===== src/rtl/lsu_mem_port.sv =====
// lsu_mem_port: RV32 load/store front end for a word-addressed data memory with 1-cycle read latency.
// Define LSU_MISALIGN_TRAP_EN to report misaligned half/word accesses as errors instead of aligning them.
module lsu_mem_port #(
    parameter int ADDR_W    = 8,
    parameter int MEM_WORDS = 255
) (
    input  logic              clk,
    input  logic              rst_n,
    input  logic              req_valid,
    output logic              req_ready,
    input  logic              req_we,
    input  logic [2:0]        req_funct3,
    input  logic [31:0]       req_addr,
    input  logic [31:0]       req_wdata,
    output logic              rsp_valid,
    input  logic              rsp_ready,
    output logic [31:0]       rsp_rdata,
    output logic              rsp_err,
    output logic              mem_request,
    output logic              mem_we_re,
    output logic [ADDR_W-1:0] mem_address,
    output logic [31:0]       mem_data_in,
    output logic [3:0]        mem_mask,
    input  logic [31:0]       mem_data_out
);

    typedef enum logic [1:0] {
        IDLE    = 2'd0,
        ACCESS  = 2'd1,
        CAPTURE = 2'd2,
        RESP    = 2'd3
    } state_t;

    localparam logic [ADDR_W:0] WORDS_L = (ADDR_W + 1)'(MEM_WORDS);

    function automatic logic funct3_legal(input logic we, input logic [2:0] f3);
        logic ok;
        case (f3)
            3'b000, 3'b001, 3'b010: ok = 1'b1;
            3'b100, 3'b101:         ok = ~we;
            default:                ok = 1'b0;
        endcase
        return ok;
    endfunction

`ifdef LSU_MISALIGN_TRAP_EN
    function automatic logic is_misaligned(input logic [1:0] size, input logic [1:0] a);
        logic m;
        case (size)
            2'b01:   m = a[0];
            2'b10:   m = |a;
            default: m = 1'b0;
        endcase
        return m;
    endfunction
`endif

    // Half accesses always use lane pair a[1]; a[0] is either trapped or ignored.
    function automatic logic [3:0] store_mask(input logic [1:0] size, input logic [1:0] a);
        logic [3:0] m;
        case (size)
            2'b00:   m = 4'b0001 << a;
            2'b01:   m = 4'b0011 << {a[1], 1'b0};
            2'b10:   m = 4'b1111;
            default: m = 4'b0000;
        endcase
        return m;
    endfunction

    function automatic logic [31:0] store_data(input logic [1:0] size, input logic [31:0] wd);
        logic [31:0] d;
        case (size)
            2'b00:   d = {4{wd[7:0]}};
            2'b01:   d = {2{wd[15:0]}};
            default: d = wd;
        endcase
        return d;
    endfunction

    function automatic logic [31:0] load_extract(input logic [2:0] f3, input logic [1:0] a,
                                                 input logic [31:0] w);
        logic [7:0]  b;
        logic [15:0] h;
        logic [31:0] r;
        b = 8'(w >> {a, 3'b000});
        h = a[1] ? w[31:16] : w[15:0];
        case (f3)
            3'b000:  r = {{24{b[7]}}, b};
            3'b100:  r = {24'd0, b};
            3'b001:  r = {{16{h[15]}}, h};
            3'b101:  r = {16'd0, h};
            3'b010:  r = w;
            default: r = 32'd0;
        endcase
        return r;
    endfunction

    state_t            state_q, state_d;
    logic              we_q, we_d;
    logic [2:0]        funct3_q, funct3_d;
    logic [1:0]        alo_q, alo_d;
    logic              req_ready_q, req_ready_d;
    logic              rsp_valid_q, rsp_valid_d;
    logic [31:0]       rsp_rdata_q, rsp_rdata_d;
    logic              rsp_err_q, rsp_err_d;
    logic              mem_request_q, mem_request_d;
    logic              mem_we_re_q, mem_we_re_d;
    logic [ADDR_W-1:0] mem_address_q, mem_address_d;
    logic [31:0]       mem_data_in_q, mem_data_in_d;
    logic [3:0]        mem_mask_q, mem_mask_d;

    logic [ADDR_W-1:0] idx_s;
    logic              range_err_s;
    logic              misalign_s;
    logic              chk_err_s;

    // Request checks: funct3 legality, address range, optional alignment.
    always_comb begin
        idx_s       = req_addr[ADDR_W+1:2];
        range_err_s = ((req_addr >> (ADDR_W + 2)) != 32'd0) || ({1'b0, idx_s} >= WORDS_L);
`ifdef LSU_MISALIGN_TRAP_EN
        misalign_s  = is_misaligned(req_funct3[1:0], req_addr[1:0]);
`else
        misalign_s  = 1'b0;
`endif
        chk_err_s   = ~funct3_legal(req_we, req_funct3) || range_err_s || misalign_s;
    end

    // Next-state and next-output computation for the access sequencer.
    always_comb begin
        state_d       = state_q;
        we_d          = we_q;
        funct3_d      = funct3_q;
        alo_d         = alo_q;
        rsp_valid_d   = rsp_valid_q;
        rsp_rdata_d   = rsp_rdata_q;
        rsp_err_d     = rsp_err_q;
        mem_request_d = 1'b0;
        mem_we_re_d   = mem_we_re_q;
        mem_address_d = mem_address_q;
        mem_data_in_d = mem_data_in_q;
        mem_mask_d    = mem_mask_q;
        case (state_q)
            IDLE: begin
                if (req_valid) begin
                    we_d        = req_we;
                    funct3_d    = req_funct3;
                    alo_d       = req_addr[1:0];
                    rsp_rdata_d = 32'd0;
                    if (chk_err_s) begin
                        rsp_err_d   = 1'b1;
                        rsp_valid_d = 1'b1;
                        state_d     = RESP;
                    end else begin
                        // Strobe is registered here so it is visible during ACCESS.
                        rsp_err_d     = 1'b0;
                        mem_request_d = 1'b1;
                        mem_we_re_d   = req_we;
                        mem_address_d = idx_s;
                        state_d       = ACCESS;
                        if (req_we) begin
                            mem_mask_d    = store_mask(req_funct3[1:0], req_addr[1:0]);
                            mem_data_in_d = store_data(req_funct3[1:0], req_wdata);
                        end else begin
                            mem_mask_d    = 4'b0000;
                        end
                    end
                end else begin
                    state_d = IDLE;
                end
            end
            ACCESS: begin
                if (we_q) begin
                    rsp_valid_d = 1'b1;
                    state_d     = RESP;
                end else begin
                    state_d     = CAPTURE;
                end
            end
            CAPTURE: begin
                rsp_rdata_d = load_extract(funct3_q, alo_q, mem_data_out);
                rsp_valid_d = 1'b1;
                state_d     = RESP;
            end
            RESP: begin
                if (rsp_ready) begin
                    rsp_valid_d = 1'b0;
                    state_d     = IDLE;
                end else begin
                    state_d     = RESP;
                end
            end
            default: begin
                state_d = IDLE;
            end
        endcase
        req_ready_d = (state_d == IDLE);
    end

    // State and registered outputs.
    always_ff @(posedge clk or negedge rst_n) begin
        if (!rst_n) begin
            state_q       <= IDLE;
            we_q          <= 1'b0;
            funct3_q      <= 3'b000;
            alo_q         <= 2'b00;
            req_ready_q   <= 1'b0;
            rsp_valid_q   <= 1'b0;
            rsp_rdata_q   <= 32'd0;
            rsp_err_q     <= 1'b0;
            mem_request_q <= 1'b0;
            mem_we_re_q   <= 1'b0;
            mem_address_q <= '0;
            mem_data_in_q <= 32'd0;
            mem_mask_q    <= 4'b0000;
        end else begin
            state_q       <= state_d;
            we_q          <= we_d;
            funct3_q      <= funct3_d;
            alo_q         <= alo_d;
            req_ready_q   <= req_ready_d;
            rsp_valid_q   <= rsp_valid_d;
            rsp_rdata_q   <= rsp_rdata_d;
            rsp_err_q     <= rsp_err_d;
            mem_request_q <= mem_request_d;
            mem_we_re_q   <= mem_we_re_d;
            mem_address_q <= mem_address_d;
            mem_data_in_q <= mem_data_in_d;
            mem_mask_q    <= mem_mask_d;
        end
    end

    assign req_ready   = req_ready_q;
    assign rsp_valid   = rsp_valid_q;
    assign rsp_rdata   = rsp_rdata_q;
    assign rsp_err     = rsp_err_q;
    assign mem_request = mem_request_q;
    assign mem_we_re   = mem_we_re_q;
    assign mem_address = mem_address_q;
    assign mem_data_in = mem_data_in_q;
    assign mem_mask    = mem_mask_q;

endmodule

===== config.mk =====
export PLATFORM = sky130hd
export DESIGN_NAME = lsu_mem_port
export DESIGN_NICKNAME = d
export VERILOG_FILES = /design/src/rtl/lsu_mem_port.sv
export SDC_FILE = /design/constraint.sdc
export NUM_CORES = 1
export LEC_CHECK = 0
export BUFFER_PORTS_ARGS = -buffer_cell sky130_fd_sc_hd__clkbuf_2
export CORE_MARGIN = 1
export CORE_UTILIZATION = 40
export DETAILED_ROUTE_END_ITERATION = 16
export PLACE_DENSITY = 0.77
export SYNTH_ARGS = -nofsm -noshare
export SYNTH_HDL_FRONTEND = slang
export SYNTH_SLANG_ARGS = --single-unit
export TNS_END_PERCENT = 10

===== constraint.sdc =====
create_clock -name clk -period 4.15 [get_ports clk]
set_clock_uncertainty 0.1 [all_clocks]
set_input_delay 0.415 -clock clk [delete_from_list [all_inputs] [get_ports clk]]
set_output_delay 0.415 -clock clk [all_outputs]
set_load 0.05 [all_outputs]

After elaboration in Yosys (flattened, before gate mapping)

Index checks and enable logic that the tools add are counted.

Order comparisons: 1
Equal/unequal tests: 17
Shift operators: 3
Muxes and demuxes: 22
Bitwise logic cells: 3
Reduce and logical (&&, ||, !) cells: 16

Operators by type and width:

| operator              | count |
|---|---|
| $pmux W32 S5          | 1 |
| $pmux W32 S2          | 2 |
| $mux W32              | 1 |
| $reduce_bool A32 Y1   | 1 |
| $shr A32 B5 Y8        | 1 |
| $mux W16              | 1 |
| $eq A3 B3 Y1 const B  | 4 |
| $pmux W4 S3           | 1 |
| $mux W1               | 9 |
| $ge A8 B8 Y1 const B  | 1 |
| $ne A2 B2 Y1 const B  | 4 |
| $pmux W2 S4           | 1 |
| $reduce_and A4 Y1     | 2 |
| $eq A2 B2 Y1 const B  | 3 |
| $eq A3 B1 Y1 const B  | 2 |
| $eq A3 B2 Y1 const B  | 2 |
| $logic_not A2 Y1      | 3 |
| $logic_not A3 Y1      | 2 |
| $mux W2               | 3 |
| $eq A2 B1 Y1 const B  | 2 |
| $mux W4               | 1 |
| $pmux W1 S4           | 1 |
| $reduce_and A2 Y1     | 2 |
| $shl A1 B2 Y4 const A | 1 |
| other kinds (8)       | 11 |

Bits in registers: 89
Input bits: 104

Longest topological paths before layout

Word-level depth: 9
Depth in mapped cells: 6

Worst setup path before layout

OpenSTA, ideal clock, no wires.

Path type: input-to-reg
From: input req_addr[21]
To: register mem_data_in_q[10], in the netlist mem_data_in[10]
Arrival: 1958 ps
Path slack: 1967 ps
Stages: 5
Buffers on the path: 1
Path through: nor4_1 -> nand4_2 -> nor4_4 -> buf_6 -> mux2_4

Cells in the longest elaborated chain, start to end: 5

RTL lines:

| item                        | line | source |
|---|---|---|
| start, declared             | 13   | `input logic [31:0] req_addr,` |
| $reduce_bool A32 Y1         | 120  | `range_err_s = ((req_addr >> (ADDR_W + 2)) != 32'd0) \|\| ({1'b0, idx_s} >= WORDS_L);` |
| $logic_or A1 B1 Y1          | 120  |  |
| $logic_or A1 B1 Y1          | 126  | `chk_err_s = ~funct3_legal(req_we, req_funct3) \|\| range_err_s \|\| misalign_s;` |
| $not A1 Y1 (no line)        | -    |  |
| $reduce_and A4 Y1 (no line) | -    |  |
| end signal, assigned        | 228  | `mem_data_in_q <= mem_data_in_d;` |
| end, declared               | 109  | `logic [31:0] mem_data_in_q, mem_data_in_d;` |

No other way between the ends.
A chain may end at the register's enable or synchronous reset.

Worst setup path after layout

From: register funct3_q[0]
To: register rsp_rdata_q[30], in the netlist rsp_rdata[30]

Cells in the longest elaborated chain, start to end: 3
Elaborated cells between the ends (all ways): 7

RTL lines:

| item                                 | line | source |
|---|---|---|
| start, declared                      | 100  | `logic [2:0] funct3_q, funct3_d;` |
| start signal, assigned               | 219  | `funct3_q <= funct3_d;` |
| $eq A3 B2 Y1 (tied with other cells) | 87   | `case (f3)` |
| $pmux W32 S5 *                       | 87   |  |
| $pmux W32 S2 *                       | 143  | `case (state_q)` |
| end signal, assigned                 | 223  | `rsp_rdata_q <= rsp_rdata_d;` |
| end, declared                        | 104  | `logic [31:0] rsp_rdata_q, rsp_rdata_d;` |

Every way passes the cells marked *; elsewhere a longest branch is shown, timed or not.

==> results.md <==
- Per-cell via count in the routed design: 5.39
- P_sw: 1.48 mW
- Final GP Congestion: 0.933
- Share of total power in sequential cells: 0.361
- Number of remaining DRC errors: 0
- Max-slew violations: 0
- Leakage power: 2.97 nW
- Core region area: 10800 um^2
- Fraction of final layout cells with drive strength greater than 1: 0.473
- Syn-to-layout area delta: 27.6%
- Mean Syn Cell Area: 11.6 um^2
- Amount of wire on met3 after detailed routing: 864 um
- Placed Instance Area: 5480 um^2
- Total half-perimeter wirelength after legalization and detailed placement: 8950 um
- Congestion Overflow GR: 0
- Power density over the cells: 586 nW/um^2
- Highest layer used for signal routing: met4
- Slack of the worst reg-to-reg path: 1.58 ns
- Required time of the critical path: 4.35 ns
- Initial Utilization: 0.412
- Hold violation total from the final report: 0
- Iteration count of the initial detailed-routing pass: 5
- Clock sink count: 89
- Antenna violations before repair: 0
- Die Height: 108 um
- Slew of the pin with the lowest slew margin: 1.02 ns
- Total routed wire length on the met1 layer: 5300 um
- Relative slew slack: 0.319
- Switching Share: 0.443
- Most common cell after layout, fill and taps aside: sky130_fd_sc_hd__clkbuf_2
- Combinational share of power: 0.444
- RSZ-0062 raised after global routing: no
- Setup crit start: funct3_q[0]
- I/O pin count: 185
- Pin count of the biggest net entering global routing: 59
- Number of nets still failing antenna checks after routing: 0
- Wire length of the first global-routing pass: 18700 um
- Maximum operating frequency: 389 MHz
- Cells resized by post-CTS repair: 0
- Clock root buffer: sky130_fd_sc_hd__clkbuf_8
- TritonCTS clock tree: built
- Proportion of power drawn by the clock network: 0.196
- Final worst path period need: 2.57 ns
- Detailed-route wire length: 12000 um
- Arr. time, crit path: 2.77 ns
- Overall routing resource usage: 0.212
- Number of warnings printed during yosys synthesis: 0
- Async set or reset register ratio after synthesis: 1.00
- Clock transition at the registers of the reported paths: 0.09 ns
- Crit path max fanout: 17
- Logic depth of the worst register-to-register path: 4
- Number of input and output port buffers inserted: 184
- Maximum clock insertion buffer count: 2
- Register bit count reported by yosys: 89
- Area of the mapped netlist: 4460 um^2
- Post-synthesis instance total: 386
- Type of destination of the critical path: register
- Detailed router's first-iteration violation count: 277
- Number of antenna cells inserted: 0
- Internal Power: 1.86 mW
- Maximum VDD drop: 0.438 mV
- DIE AREA: 11600 um^2
- FF-to-FF End: rsp_rdata[30]
- CTS Hold Buffers Added: 0
- Total non-filler cell area in the finished layout: 5690 um^2
- Post-CTS setup repair buffer count: 0
- Setup CP Type: reg -> reg
- Class of the tightest hold or removal check: in -> async
- Post-synthesis sequential area ratio: 0.499
- Distinct cell type count after synthesis: 41
- Number of buffers inserted during clock tree synthesis: 9
- Count of nets after finishing: 666
- Number of levels the H-tree was split into: 3
- Count of max-cap constraint violations: 0
- Placement Rows: 38
- Wire length per cell after detailed routing: 17.0 um
- Launching point of the worst reg2reg path: funct3_q[0]
- Sum Neg Setup Slack: 0 ns
- Setup crit start kind: register
- Setup Viol. Count Final: 0
- Routed wire length on met2: 5670 um
- Worst skew pair latency: 0.35 ns
- Commonest cells after routing, fill and taps aside: sky130_fd_sc_hd__clkbuf_2 (183), sky130_fd_sc_hd__dfrtp_1 (89), sky130_fd_sc_hd__nand2_1 (59)
- Post-synth net total: 490
- Period utilisation layout: 0.619
- Leading register cell type out of synthesis: sky130_fd_sc_hd__dfrtp_1
- Number of vias in the routed layout: 3807
- Chip Width: 108 um
- Number of global-route vias before repair: 3661
- Result of the run: finished clean
- Number of synthesized flops with an enable pin: 0
-- how the worst max path moves through the flow --
stage                                  to  slack, ns  cells after the start
after global routing        rsp_rdata[30]       1.36                      4
after global placement     mem_data_in[1]       1.46                      6
after detailed placement   mem_data_in[1]       1.38                      6
after CTS                  mem_data_in[1]       1.59                      5
after floorplan           mem_data_in[10]       1.97                      5
final                       rsp_rdata[30]       1.58                      4
-- cells in the mapped netlist (9+ instances only) --
master | count | share of area
sky130_fd_sc_hd__dfrtp_1 | 89 | 0.50
sky130_fd_sc_hd__nand2_1 | 59 | 0.050
sky130_fd_sc_hd__mux2_4 | 30 | 0.10
sky130_fd_sc_hd__mux2_2 | 28 | 0.071
sky130_fd_sc_hd__o21ai_0 | 28 | 0.031
sky130_fd_sc_hd__nand3_1 | 19 | 0.021
sky130_fd_sc_hd__a22o_1 | 16 | 0.031
sky130_fd_sc_hd__clkbuf_1 | 15 | 0.013
sky130_fd_sc_hd__nor2_1 | 9 | 0.0076
-- registers in the layout (all words and copies together) (netlist names), 2 cells and up --
name and count:
mem_data_in 32, rsp_rdata 32, mem_address 8, mem_mask 4
funct3_q 3, alo_q 2, state_q 2
-- metrics by stage --
step           instances  utilization  hold slack [ns]  worst slack, ns  power [mW]
2_1_floorplan        386            -           0.0194             1.97        2.30
3_3_place_gp         691        0.505            0.365             1.46        2.66
3_5_place_dp         691        0.505            0.370             1.38        2.70
4_1_cts              706        0.525           0.0117             1.59        3.36
5_1_grt              706        0.525           0.0523             1.36        3.54
6_report             706        0.525          0.00939             1.58        3.34
-- power by group through the flow --
stage,combinational (mW),clock [mW],sequential [mW]
after floorplan,0.686,0,1.62
after global placement,1.45,0,1.21
after detailed placement,1.48,0,1.22
after CTS,1.48,0.673,1.20
after global routing,1.60,0.711,1.23
final,1.48,0.653,1.20
-- critical path, cell delays in order (launching register included) --
cell                       delay (ns)
sky130_fd_sc_hd__dfrtp_1         0.49
sky130_fd_sc_hd__o21ai_0         0.22
sky130_fd_sc_hd__nand3b_1        0.47
sky130_fd_sc_hd__nor2_1          0.96
sky130_fd_sc_hd__a22o_1          0.28
-- kinds of logic after synthesis --
group                  count (synthesis)  share of synthesized area
flip-flops                            89                      0.499
buffers and inverters                 31                     0.0345
AO/OA/AOI/OAI                         77                      0.126
multiplexers                          75                      0.215
AND/OR/NAND/NOR                      114                      0.126
-- area by class of cell --
type,count,area (um^2)
Clock buffer,11,141
Clock inverter,4,76.3
Fill cell,945,5150
Inverter,7,26.3
Multi-Input combinational cell,266,2090
Sequential cell,89,2230
Tap cell,140,175
Timing Repair Buffer,189,961
-- routing by layer --
metal / global-route usage / up-vias
li1: - / 1763
met1: 0.283 / 1847
met2: 0.335 / 184
met3: 0.0430 / 13
met4: 0.0841 / 0
met5: 0 / -
No activity file was read; power rests on OpenSTA's default activity.
